===== src/rtl/ready_valid_rr_arbiter.sv =====
// Round-robin N-to-1 ready-valid arbiter with a 2-entry output buffer and source id tagging.
// Optional packet locking (contiguous packets) is enabled with `define RV_ARB_PACKET_LOCK_EN.
module ready_valid_rr_arbiter #(
    parameter int NUM_REQ = 4,
    parameter int DATA_WIDTH = 8,
    localparam int ID_WIDTH = $clog2(NUM_REQ)
) (
    input  logic                          clk,
    input  logic                          reset,
    input  logic [NUM_REQ-1:0]            in_valid,
    input  logic [NUM_REQ*DATA_WIDTH-1:0] in_data,
    input  logic [NUM_REQ-1:0]            in_last,
    output logic [NUM_REQ-1:0]            in_ready,
    output logic                          out_valid,
    output logic [DATA_WIDTH-1:0]         out_data,
    output logic [ID_WIDTH-1:0]           out_id,
    output logic                          out_last,
    input  logic                          out_ready
);

    typedef struct packed {
        logic [DATA_WIDTH-1:0] data;
        logic [ID_WIDTH-1:0]   id;
        logic                  last;
    } beat_t;

    beat_t                 mem [2];
    logic                  wr_ptr;
    logic                  rd_ptr;
    logic [1:0]            cnt;
    logic [ID_WIDTH-1:0]   ptr;

    logic                  space;
    logic                  push;
    logic                  pop;
    logic                  found;
    logic [ID_WIDTH-1:0]   winner;
    logic [NUM_REQ-1:0]    eligible;
    logic [DATA_WIDTH-1:0] win_data;
    logic                  win_last;

`ifdef RV_ARB_PACKET_LOCK_EN
    logic                  lock;
    logic [ID_WIDTH-1:0]   lock_id;
`endif

    // Index base+k modulo NUM_REQ without a divider; k never exceeds NUM_REQ.
    function automatic logic [ID_WIDTH-1:0] offset_idx(input logic [ID_WIDTH-1:0] base, input int k);
        int s;
        s = int'(base) + k;
        if (s >= NUM_REQ) s = s - NUM_REQ;
        return ID_WIDTH'(s);
    endfunction

    // Space depends only on registered occupancy, so out_ready never reaches in_ready.
    assign space     = (cnt != 2'd2);
    assign out_valid = (cnt != 2'd0);
    assign pop       = out_valid & out_ready;
    assign push      = |(in_valid & in_ready);

    always_comb begin
        eligible = in_valid;
`ifdef RV_ARB_PACKET_LOCK_EN
        if (lock) begin
            eligible          = '0;
            eligible[lock_id] = in_valid[lock_id];
        end
`endif
    end

    always_comb begin
        // NOTE: every output of a combinational block gets a default first so no latch is inferred.
        found  = 1'b0;
        winner = '0;
        for (int k = 0; k < NUM_REQ; k++) begin
            if (!found && eligible[offset_idx(ptr, k)]) begin
                found  = 1'b1;
                winner = offset_idx(ptr, k);
            end
        end
    end

    always_comb begin
        win_data = '0;
        win_last = 1'b0;
        for (int i = 0; i < NUM_REQ; i++) begin
            if (winner == ID_WIDTH'(i)) begin
                win_data = in_data[i*DATA_WIDTH +: DATA_WIDTH];
                win_last = in_last[i];
            end
        end
    end

    always_comb begin
        in_ready = '0;
        if (!reset && space && found) in_ready[winner] = 1'b1;
    end

    assign out_data = mem[rd_ptr].data;
    assign out_id   = mem[rd_ptr].id;
    assign out_last = mem[rd_ptr].last;

    always_ff @(posedge clk) begin
        // NOTE: sequential state uses non-blocking assignments so every register samples pre-edge values.
        if (reset) begin
            cnt    <= 2'd0;
            wr_ptr <= 1'b0;
            rd_ptr <= 1'b0;
            ptr    <= '0;
            // NOTE: the buffer entries are reset because the head entry is visible on out_data.
            mem[0] <= '0;
            mem[1] <= '0;
`ifdef RV_ARB_PACKET_LOCK_EN
            lock    <= 1'b0;
            lock_id <= '0;
`endif
        end else begin
            if (push) begin
                mem[wr_ptr] <= '{data: win_data, id: winner, last: win_last};
                wr_ptr      <= ~wr_ptr;
            end
            if (pop) rd_ptr <= ~rd_ptr;

            case ({push, pop})
                2'b10:   cnt <= cnt + 2'd1;
                2'b01:   cnt <= cnt - 2'd1;
                default: cnt <= cnt;
            endcase

`ifdef RV_ARB_PACKET_LOCK_EN
            // The pointer only moves at packet boundaries; mid-packet beats hold the lock.
            if (push) begin
                if (!win_last) begin
                    lock    <= 1'b1;
                    lock_id <= winner;
                end else begin
                    lock <= 1'b0;
                    ptr  <= offset_idx(winner, 1);
                end
            end
`else
            if (push) ptr <= offset_idx(winner, 1);
`endif
        end
    end

endmodule


===== config.mk =====
export PLATFORM = sky130hd
export DESIGN_NAME = ready_valid_rr_arbiter
export DESIGN_NICKNAME = d
export VERILOG_FILES = /design/src/rtl/ready_valid_rr_arbiter.sv
export SDC_FILE = /design/constraint.sdc
export NUM_CORES = 1
export LEC_CHECK = 0
export ABC_AREA = 1
export BUFFER_PORTS_ARGS = -buffer_cell sky130_fd_sc_hd__buf_2
export CAP_MARGIN = 20
export CELL_PAD_IN_SITES_DETAIL_PLACEMENT = 1
export CELL_PAD_IN_SITES_GLOBAL_PLACEMENT = 1
export CORE_MARGIN = 1
export CORE_UTILIZATION = 30
export DETAILED_ROUTE_END_ITERATION = 8
export HOLD_SLACK_MARGIN = 0.12
export MAX_ROUTING_LAYER = met4
export PLACE_DENSITY_LB_ADDON = 0.1
export SYNTH_ARGS = -nofsm -noshare
export SYNTH_HDL_FRONTEND = slang
export SYNTH_SLANG_ARGS = --single-unit

===== constraint.sdc =====
create_clock -name clk -period 2.7 [get_ports clk]
set_input_delay 0 -clock clk [delete_from_list [all_inputs] [get_ports clk]]
set_output_delay 0 -clock clk [all_outputs]
set_load 0.02 [all_outputs]

# == Yosys cells after proc, flatten, opt, wreduce, memory -nomap -nowiden ==
# Memory sizes are Yosys's and may differ from the RTL's. A register that Yosys moved wholly into a read port is not among the register bits.
# Cells that the tools add are included.
# classes
mux,43
bitwise_logic,4
n_eq_ne,6
magnitude_cmp,11
n_reduce_logical,15
n_addsub,11
# ops
cell,n
$mux W8,4
$mux W1,22
$mux W2,9
$lt A2 B3 Y1 const B,5
$ge A3 B3 Y1 const B,4
$sub A2 B1 Y2 const B,6
$mux W11,1
$reduce_or A11 Y1,1
$bmux W1 S2,4
$add A2 B1 Y3 const B,2
$add A2 B2 Y3 const B,2
$eq A2 B2 Y1 const B,3
$logic_and A1 B1 Y1,6
$and A4 B4 Y4,1
$eq A2 B1 Y1 const B,2
$logic_not A1 Y1,4
$mux W4,1
$pmux W2 S2,1
$reduce_bool A2 Y1,2
$reduce_or A4 Y1,1
$ge A2 B3 Y1 const B,1
$add A2 B1 Y2 const B,1
$demux W1 S2,1
$ge A2 B1 Y1 const B,1
4 further kinds,5
# totals
n_memories,1
elab_cells,95
inputBits,43
ram_bits,22
output_inout_bits,16
reg_bits,6
# mem_list
memory,words,width,rd,rd_ports_with_merged_regs,write_ports,line_no,rtl
mem,2,11,1,1,2,27,beat_t mem [2];

# == Depth between registers and ports, before layout ==
# Gate-level depths: netlist of the first run.
# depth
depth_word,26
depth_mapped,22
mapped_depth_nobuf,21

# == Worst setup path after synthesis of the first run ==
# OpenSTA, ideal clock, no wires.
# synth_path
path_type,register to register
start,register ptr[0]
end,memory mem[0][0] in the netlist's numbering (enable)
arrival_ps,2334
path_slack_ps,44
path_buffers,2
setup_time_ps,322
required_time_ps,2378
period_less_slack_ps,2656
stages_incl_launch_ff,21
path_cell_list,dfxtp_1 buf_6 inv_6 nand2_1 nand2_2 nand2_2 nand2_2 nor2_4 nand2_1 nor2_1 a211o_1 nand2_1 inv_1 ha_1 nand4_1 nand2_2 nor2_4 inv_4 nand2_4 buf_6 nand2_1
# synth_lines
element,line_no,rtl
start: declaration,31,logic [ID_WIDTH-1:0] ptr;
start signal: assignment,142,"if (push) ptr <= offset_idx(winner, 1);"
end: declaration,27,

==> metrics.csv, run 1 <==
stage;metric;value;unit
run_status;violations;negative setup slack;
job;max_cap_viol_count;0;
route;antenna_left;0;
route;drt-initial-drc-count;45;
global_route;grt_pass1_wl;9230;um
clock_network;htreeDepth;2;
route;vias_per_cell;4.61;
timing;setup_violations;16;
floorplan;io_pins;59;
worst_setup_path;endpoint_kind;flop;
floorplan;core_area;0.00599;mm2
final_layout;design_area;0.00306;mm2
timing;maxSlewHeadroom;65.7;%
logic_synthesis;postSynthCellCount;242;
route;drc;0;
timing;setup_slack;-55.1;ps
final_layout;finalNetCount;396;
place;place_congestion;0.786;
floorplan;initial_core_util;31.4;%
floorplan;rows;28;
timing;period_needed;2760;ps
logic_synthesis;syn_area;0.00188;mm2
timing;fin_crit_sh;102;%
timing;max_clock_freq;0.363;GHz
worst_setup_path;required;2710;ps
timing;finClkSkew;4.96;ps
route;vias;1954;
clock_network;cts_root_buf;clkbuf_8;
worst_setup_path;worstRegToRegCells;22;
logic_synthesis;syn_nets;290;
clock_network;cts_tree;built;
global_route;grt_max_degree;20;
worst_setup_path;criticalPathCategory;flop to flop;
global_route;grt.overflow.total;0;
logic_synthesis;yosysWarnings;0;
floorplan;die_x;81.2;um
clock_network;clk_pin_slew;70;ps
global_route;grt_use_met3;3.82;%
global_route;use_met1;24.0;%
timing;rsz0062_at_grt;yes;
global_route;antenna_found_initial;0;
route;first_pass_iters;4;
floorplan;die_h;81.2;um
clock_network;cts_buffers;5;
worst_hold_path;hold_class;input port to flop;
logic_synthesis;synth-seq-cells;29;
global_route;use_met2;32.3;%
logic_synthesis;syn_area_per_cell;7.78;um2
timing;worstMarginPinSlew;514;ps
timing;slew_viol_final;0;
logic_synthesis;ys_seq_area_share;42.6;%
global_route;track_usage;19.8;%
clock_network;cts_buffer_depth;2;
clock_network;clock-sinks;29;
place;hpwl;4040;um
worst_setup_path;worstPathArrival;2770;ps
final_layout;drive_above_1_share;50.1;%
worst_setup_path;startpoint_type;flop;
worst_hold_path;whs_path_depth;3;
timing;timing_hold_violations_final;0;
final_layout;n_fill_cell;746;
route;wl_per_cell;14.5;um
floorplan;die_area;0.00659;mm2
clock_network;clock_latency;280;ps
final_layout;diodes;0;
final_layout;syn2layout_area_growth;62.7;%
logic_synthesis;synth_cell_types;26;
place;placed_area;0.00247;mm2
place;io_buffers;58;
global_route;grt_pass1_vias;1971;
worst_setup_path;crit_fanout;8;
run_status;status;finished, violations left;
global_route;top_usage_layer;met2;
route;routed_wirelength;6160;um
state kept, by name, summed over array words and instances (netlist names), named ones only:
signal  flops
mem        22
cnt         2
ptr         2
rd_ptr      1
wr_ptr      1
per-stage QoR:
stage               instances  TNS, ps  setup WS (ps)  hold slack [ps]  util [%]
global route              424    -6770           -225              121      51.1
detailed placement        394    -1170           -204              360      41.2
floorplan                 242        0           44.3              216         -
CTS                       417    -23.6          -4.85              137      48.2
finish                    424     -487          -55.1             96.7      51.1
global placement          394    -30.3          -30.3              350      41.2
worst paths after layout:
| path | startpoint | endpoint | slack [ps] |
|---|---|---|---|
| hold reg to reg | rd_ptr$_SDFFE_PP0P_ | rd_ptr$_SDFFE_PP0P_ | 460 |
| setup / recovery | ptr[0]$_SDFFE_PP0P_ | mem[0][10]$_SDFFCE_PN0P_ | -60 |
| setup reg to reg | ptr[0]$_SDFFE_PP0P_ | mem[0][10]$_SDFFCE_PN0P_ | -60 |
| hold / removal | in_data[24] | mem[1][3]$_SDFFCE_PN0P_ | 100 |
per-layer routing:
metal	part of all wire, %	vias up
met5	0	-
met4	1.8	0
met3	3.6	8
met2	50	50
met1	44	887
li1	-	1009
cell usage after synthesis (all sizes together):
library cell | count | area (um2)
a21oi | 14 | 70.1
nand2 | 81 | 332
clkinv | 1 | 3.75
nor4 | 1 | 6.26
nand4 | 4 | 25.0
buf | 3 | 33.8
a211o | 1 | 8.76
edfxtp | 22 | 661
mux2 | 11 | 124
inv | 18 | 75.1
ha | 5 | 62.6
dfxtp | 7 | 140
and2 | 1 | 7.51
o21ai | 25 | 125
or2 | 1 | 6.26
nand3 | 4 | 25.0
nor2 | 37 | 154
clkbuf | 6 | 22.5
critical path, cell delays in order (launching register included):
cell and delay, ps:
dfxtp_2 340, buf_6 140, inv_8 80, nand2_4 50, nand2_2 100, nand2_4 60, nand2_4 90, nor2_4 40
nand2_2 60, nor2_2 50, a211o_1 300, nand2_4 110, buf_6 110, ha_4 140, nand4_1 100, nand2_2 130
nor2_4 50, buf_6 120, inv_8 70, nand2_8 60, nand2_4 60, buf_6 110, buf_16 100
placed cells by master, fill, tap and decap left out, drive strengths merged:
cell type,count
o21ai,25
nor2,37
clkbuf,5
ha,5
nand3,4
inv,18
or2,1
dlygate4sd3,6
nand2,81
edfxtp,22
mux2,11
dfxtp,7
and2,1
buf,102
clkinv,2
nand4,4
bufinv,2
a21oi,14
a211o,1
nor4,1
final cells by class:
type	instances	area, um2	area share, %
multi-input cells	185	1150	37.7
clock buffers	5	68.8	2.25
well taps	75	93.8	3.06
clock inverters	3	65.1	2.13
flip-flops and latches	29	806	26.3
repair buffers	108	779	25.5
inverters	19	93.8	3.06
what timing repair did:
item                       in CTS  in global routing
cloned                          1                  0
buffers inserted               10                  7
hold endpoints to repair        8                  2
pin swaps                      13                 14
resized for setup              36                 51
hold buffers                    4                  2
setup endpoints to repair      36                 48
cell families (layout without fill, tap and decap cells):
family,after synthesis,after routing,share of synthesized area (%)
buffers and inverters,28,135,7.18
multiplexers,11,11,6.58
AO/OA/AOI/OAI,40,40,10.8
AND/OR/NAND/NOR,129,129,29.5
adder cells (fa/ha/maj),5,5,3.32
flip-flops,29,29,42.6
Power of run 1 is not shown: default switching activity piles up to over one toggle a cycle in this logic, so the estimate is an artifact.
==> run 2: changes to the inputs <==
Settings changed: ABC_AREA 1 to unset.
==> metrics.csv, run 2 <==
stage;metric;value;unit
run_status;status;completed;
place;hpwl;3600;um
logic_synthesis;synth_most_common_cell;nor2_1;
worst_setup_path;cp_top_family;simple AND/OR/NAND/NOR gates;
power;p_leak;1.03;nW
timing;max_clock_freq;0.385;GHz
global_route;grt_pass1_vias;1644;
global_route;grt_max_degree;20;
final_layout;largest_register_ffs;22;
floorplan;initial_core_util;32.1;%
timing;timing_hold_violations_final;0;
final_layout;final_common_cell;buf_2;
logic_synthesis;synth_cell_types;34;
timing;maxSlewHeadroom;55.0;%
worst_setup_path;critical-path-max-stage-delay;410;ps
worst_setup_path;crit_chain;mux2i_1 -> nor2_1 -> or3_4 -> inv_4 -> ha_4 -> a22oi_2 -> a2111oi_4 -> inv_2 -> ha_4 -> xnor2_1 -> or3_1 -> a21oi_1;
clock_network;clock_latency;280;ps
route;vias;1573;
global_route;track_usage;18.1;%
worst_setup_path;worstRegToRegCells;12;
logic_synthesis;postSynthCellCount;177;
logic_synthesis;synth_edf_count;22;
floorplan;die_x;77.1;um
floorplan;rows;26;
logic_synthesis;async_reset_ff_share;0;%
worst_hold_path;hold_start;in_data[31];
worst_setup_path;required;2910;ps
logic_synthesis;ys_seq_area_share;47.4;%
final_layout;finalNetCount;302;
clock_network;cts_tree;built;
floorplan;io_pins;59;
worst_setup_path;r2r-end;cnt[1]$_SDFFE_PP0P_;
final_layout;largestRegisters;mem (22), cnt (2), ptr (2);
timing;slew_viol_final;0;
logic_synthesis;yosysWarnings;0;
final_layout;final_cell_mix;buf_2, nor2_1, a21oi_1, edfxtp_1, buf_4;
global_route;grt_pass1_wl;8010;um
timing;rsz0062_at_grt;yes;
global_route;grt.overflow.total;0;
logic_synthesis;ys_top_cells_by_count;nor2_1, a21oi_1, edfxtp_1, inv_1;
final_layout;diodes;0;
timing;finClkSkew;4.45;ps
final_layout;syn2layout_area_growth;40.9;%
final_layout;regArea;805;um2
logic_synthesis;synth_area_leaders;edfxtp_1, dfxtp_1, mux2_2;
timing;setup_tns;0;ps
route;wl_per_cell;15.1;um
timing;fin_crit_sh;96.1;%
worst_hold_path;hold_class;input port to flop;
power;power.density;720;mW/mm2
worst_setup_path;worstPathArrival;2810;ps
logic_synthesis;syn_area;0.00169;mm2
worst_setup_path;slowest_stage;a2111oi_4;
logic_synthesis;synthFlopType;edfxtp_1;
final_layout;n_fill_cell;653;
worst_hold_path;whs_path_depth;3;
worst_setup_path;crit_top_cell;ha_4;
logic_synthesis;synth_top_area_cell;edfxtp_1;
timing;setup_violations;0;
worst_setup_path;criticalPathCategory;flop to flop;
clock_network;cts_buffers;5;
place;place_congestion;0.810;
route;drt-initial-drc-count;45;
final_layout;design_area;0.00238;mm2
place;placed_area;0.00214;mm2
route;vias_per_cell;4.84;
job;max_cap_viol_count;0;
global_route;antenna_found_initial;0;
logic_synthesis;synth-seq-cells;29;
timing;worstMarginPinSlew;669;ps
route;antenna_left;0;
floorplan;core_area;0.00527;mm2
worst_setup_path;r2r_setup_slack;110;ps
worst_setup_path;worst-path-buf-inv;2;
clock_network;cts_buffer_depth;2;
route;drc;0;
clock_network;clk_pin_slew;70;ps
floorplan;die_h;77.1;um
floorplan;die_area;0.00594;mm2
worst_setup_path;crit_fanout;5;
worst_setup_path;startpoint_type;flop;
clock_network;cts_root_buf;clkbuf_8;
worst_hold_path;hold_end;mem[0][10]$_SDFFCE_PN0P_;
logic_synthesis;synth.top_cell.area_share;39.1;%
clock_network;htreeDepth;2;
worst_setup_path;endpoint_kind;flop;
timing;period_needed;2590;ps
clock_network;clock-sinks;29;
place;io_buffers;58;
logic_synthesis;syn_nets;225;
route;routed_wirelength;4890;um
route;first_pass_iters;4;
worst_setup_path;r2r_start;ptr[1]$_SDFFE_PP0P_;
logic_synthesis;syn_area_per_cell;9.55;um2
final_layout;multiInputGateArea;843;um2
final_layout;drive_above_1_share;42.0;%
power;peakVddDrop;222;uV
final_layout;top_register;mem;
## run 2: through the flow
stage | cells | utilization [%] | setup WS, ps | total power [mW] | hold WS [ps]
CTS | 322 | 44.4 | 13.9 | 1.72 | 136
floorplan | 177 | - | 43.6 | 1.09 | 219
global placement | 304 | 40.6 | 118 | 1.30 | 331
finish | 325 | 45.2 | 106 | 1.71 | 143
detailed placement | 304 | 40.6 | 16.8 | 1.34 | 342
global route | 325 | 45.2 | -33.2 | 1.84 | 185
## run 2: worst max-delay path by stage
stage	from	to	slack, ps	cells past startpoint
3_5_place_dp	ptr[1]$_SDFFE_PP0P_	cnt[1]$_SDFFE_PP0P_	20	11
6_report	ptr[1]$_SDFFE_PP0P_	cnt[1]$_SDFFE_PP0P_	110	12
5_1_grt	ptr[1]$_SDFFE_PP0P_	cnt[1]$_SDFFE_PP0P_	-30	12
2_1_floorplan	ptr[1]$_SDFFE_PP0P_	cnt[1]$_SDFFE_PP0P_	40	11
3_3_place_gp	ptr[1]$_SDFFE_PP0P_	cnt[1]$_SDFFE_PP0P_	120	11
4_1_cts	ptr[1]$_SDFFE_PP0P_	cnt[1]$_SDFFE_PP0P_	10	11
## run 2: cell type report
class / count / area share [%]
Sequential cell: 29 / 33.8
Clock buffer: 5 / 2.89
Clock inverter: 3 / 0.736
Timing Repair Buffer: 81 / 21.3
Inverter: 13 / 2.15
Multi-Input combinational cell: 124 / 35.4
Tap cell: 70 / 3.68
## run 2: worst reg2reg max path, delay by kind of cell, from the launching register on
kind            cells  cell delay [ps]
xor+xnor            1              120
fa+ha+maj           2              300
mux                 1              200
buf+inv             2              180
flops               1              380
simple gates        3              750
compound gates      3              590
## run 2: cell families (layout without fill, tap and decap cells)
logic type | count (synthesis) | after routing | share of synthesized area, %
buf+inv | 24 | 102 | 5.85
xor+xnor | 3 | 3 | 1.55
simple gates | 55 | 55 | 15.2
flops | 29 | 29 | 47.4
fa+ha+maj | 5 | 5 | 3.70
mux | 13 | 13 | 8.51
compound gates | 48 | 48 | 17.8
## run 2: what timing repair did
action	in CTS	in global routing
setup endpoints to repair	1	32
endpoints found under the hold margin	15	0
buffers inserted	2	3
pin swaps	2	6
hold buffers	8	0
gates resized for setup	4	5
## run 2: layer usage
layer,wire length (um),GRT usage (%)
met5,0,-
met4,102,7.17
met3,270,3.45
met2,2330,30.0
met1,2190,21.6
## run 2: power by group
part,internal [mW],switching [mW]
clock network,0.177,0.173
registers,0.569,0.0562
logic,0.331,0.407
total,1.08,0.636
Power figures use the tool's default switching activity.
==> run 3: changes to the inputs <==
Settings changed: SETUP_SLACK_MARGIN set to 0.4.
==> metrics.csv, run 3 (synthesis results as in run 2) <==
stage;metric;value;unit
final_layout;largestRegisters;mem (22), cnt (2), ptr (2);
final_layout;diodes;0;
clock_network;cts_root_buf;clkbuf_8;
route;routed_wirelength;5480;um
final_layout;postLayoutCoreUtil;53.8;%
global_route;track_usage;17.9;%
timing;max_clock_freq;0.375;GHz
place;placed_area;0.00214;mm2
power;finalPower;2.00;mW
power;p_leak;1.17;nW
route;vias;1647;
clock_network;clock-sinks;29;
run_status;status;completed;
worst_setup_path;worstPathArrival;2870;ps
route;wl_per_cell;16.0;um
place;io_buffers;58;
route;vias_per_cell;4.82;
floorplan;rows;26;
worst_setup_path;required;2900;ps
floorplan;die_area;0.00594;mm2
place;place_congestion;0.857;
final_layout;top_register;mem;
global_route;antenna_found_initial;0;
floorplan;io_pins;59;
timing;finClkSkew;7.16;ps
final_layout;final_common_cell;buf_2;
clock_network;cts_buffers;5;
clock_network;clock_latency;280;ps
timing;setup_violations;0;
place;place_ws;83.7;ps
final_layout;largest_register_ffs;22;
route;drc;0;
place;hpwl;3550;um
clock_network;htreeDepth;2;
worst_hold_path;hold_class;input port to flop;
global_route;grt_pass1_vias;1665;
final_layout;drive_above_1_share;58.5;%
global_route;grt_max_degree;20;
timing;setup_slack;34.4;ps
floorplan;die_h;77.1;um
final_layout;n_fill_cell;612;
job;max_cap_viol_count;0;
timing;worstMarginPinSlew;583;ps
final_layout;design_area;0.00283;mm2
timing;fin_crit_sh;98.7;%
worst_setup_path;criticalPathCategory;flop to flop;
timing;setup_tns;0;ps
floorplan;initial_core_util;32.1;%
timing;timing_hold_violations_final;0;
route;antenna_left;0;
floorplan;core_area;0.00527;mm2
route;first_pass_iters;4;
final_layout;finalNetCount;319;
worst_setup_path;endpoint_kind;flop;
route;drt-initial-drc-count;72;
final_layout;final_cell_mix;buf_2, a21oi_1, edfxtp_1;
worst_setup_path;crit_fanout;5;
timing;period_needed;2670;ps
clock_network;cts_tree;built;
clock_network;cts_buffer_depth;2;
timing;rsz0062_at_grt;yes;
power;peakVddDrop;243;uV
timing;maxSlewHeadroom;60.8;%
power;power.density;704;mW/mm2
floorplan;die_x;77.1;um
global_route;grt_pass1_wl;8050;um
worst_setup_path;startpoint_type;flop;
clock_network;clk_pin_slew;60;ps
global_route;grt.overflow.total;0;
final_layout;syn2layout_area_growth;67.7;%
timing;slew_viol_final;0;
## run 3: cell count changes in the layout (fill, tap and decap cells not counted), sizes merged
cell,delta
buf,+18
clkbuf,+1
clkinvlp,-1
dlygate4sd3,-1
## run 3: timing repair
action	CTS	global route
pin swaps	13	13
hold buffers	7	0
buffers inserted	13	12
gates resized for setup	35	49
setup endpoints to repair	48	49
gates cloned	1	0
endpoints found under the hold margin	14	0
## run 3: metrics by stage
step	instances	hold WS, ps
3_3_place_gp	301	330
6_report	342	158
5_1_grt	342	165
3_5_place_dp	301	346
2_1_floorplan	177	219
4_1_cts	330	132
## run 3: final cells by class
type	count	area [um2]	area share, %
timing repair buffer	98	699	24.7
clock buffer	6	72.6	2.56
inverter	13	51.3	1.81
clock inverter	2	10.0	0.353
multi-input combinational	124	1110	39.1
tap	70	87.6	3.09
sequential	29	805	28.4
## run 3: final timing paths
| path | to | startpoint | cells past startpoint | slack, ps |
|---|---|---|---|---|
| min | mem[0][10]$_SDFFCE_PN0P_ | in_data[31] | 3 | 160 |
| min reg2reg | cnt[1]$_SDFFE_PP0P_ | cnt[1]$_SDFFE_PP0P_ | 2 | 530 |
| max reg2reg | cnt[1]$_SDFFE_PP0P_ | ptr[1]$_SDFFE_PP0P_ | 12 | 30 |
| max | cnt[1]$_SDFFE_PP0P_ | ptr[1]$_SDFFE_PP0P_ | 12 | 30 |
## run 3: worst max-delay path, cell delays in order, from the launching register on
cell and delay, ps:
dfxtp_4 370, mux2i_1 220, nor2_1 100, or3_4 370, inv_4 90, ha_4 130, a22oi_2 70, a2111oi_4 400
inv_2 100, ha_4 170, xnor2_1 120, or3_1 310, a21oi_1 130
## run 3: routing by layer
layer  GRT usage, %  routed length, um  share of wire, %
met1           21.5               2390                44
met2           31.1               2820                51
met3           2.50                210               3.8
met4           5.09                 68               1.2
met5              -                  0                 0
## run 3: power by group
part | total [mW] | switching [mW] | internal [mW] | leakage [nW]
Combinational | 1.02 | 0.547 | 0.474 | 0.835
Sequential | 0.636 | 0.0657 | 0.570 | 0.288
Clock | 0.339 | 0.161 | 0.178 | 0.0450
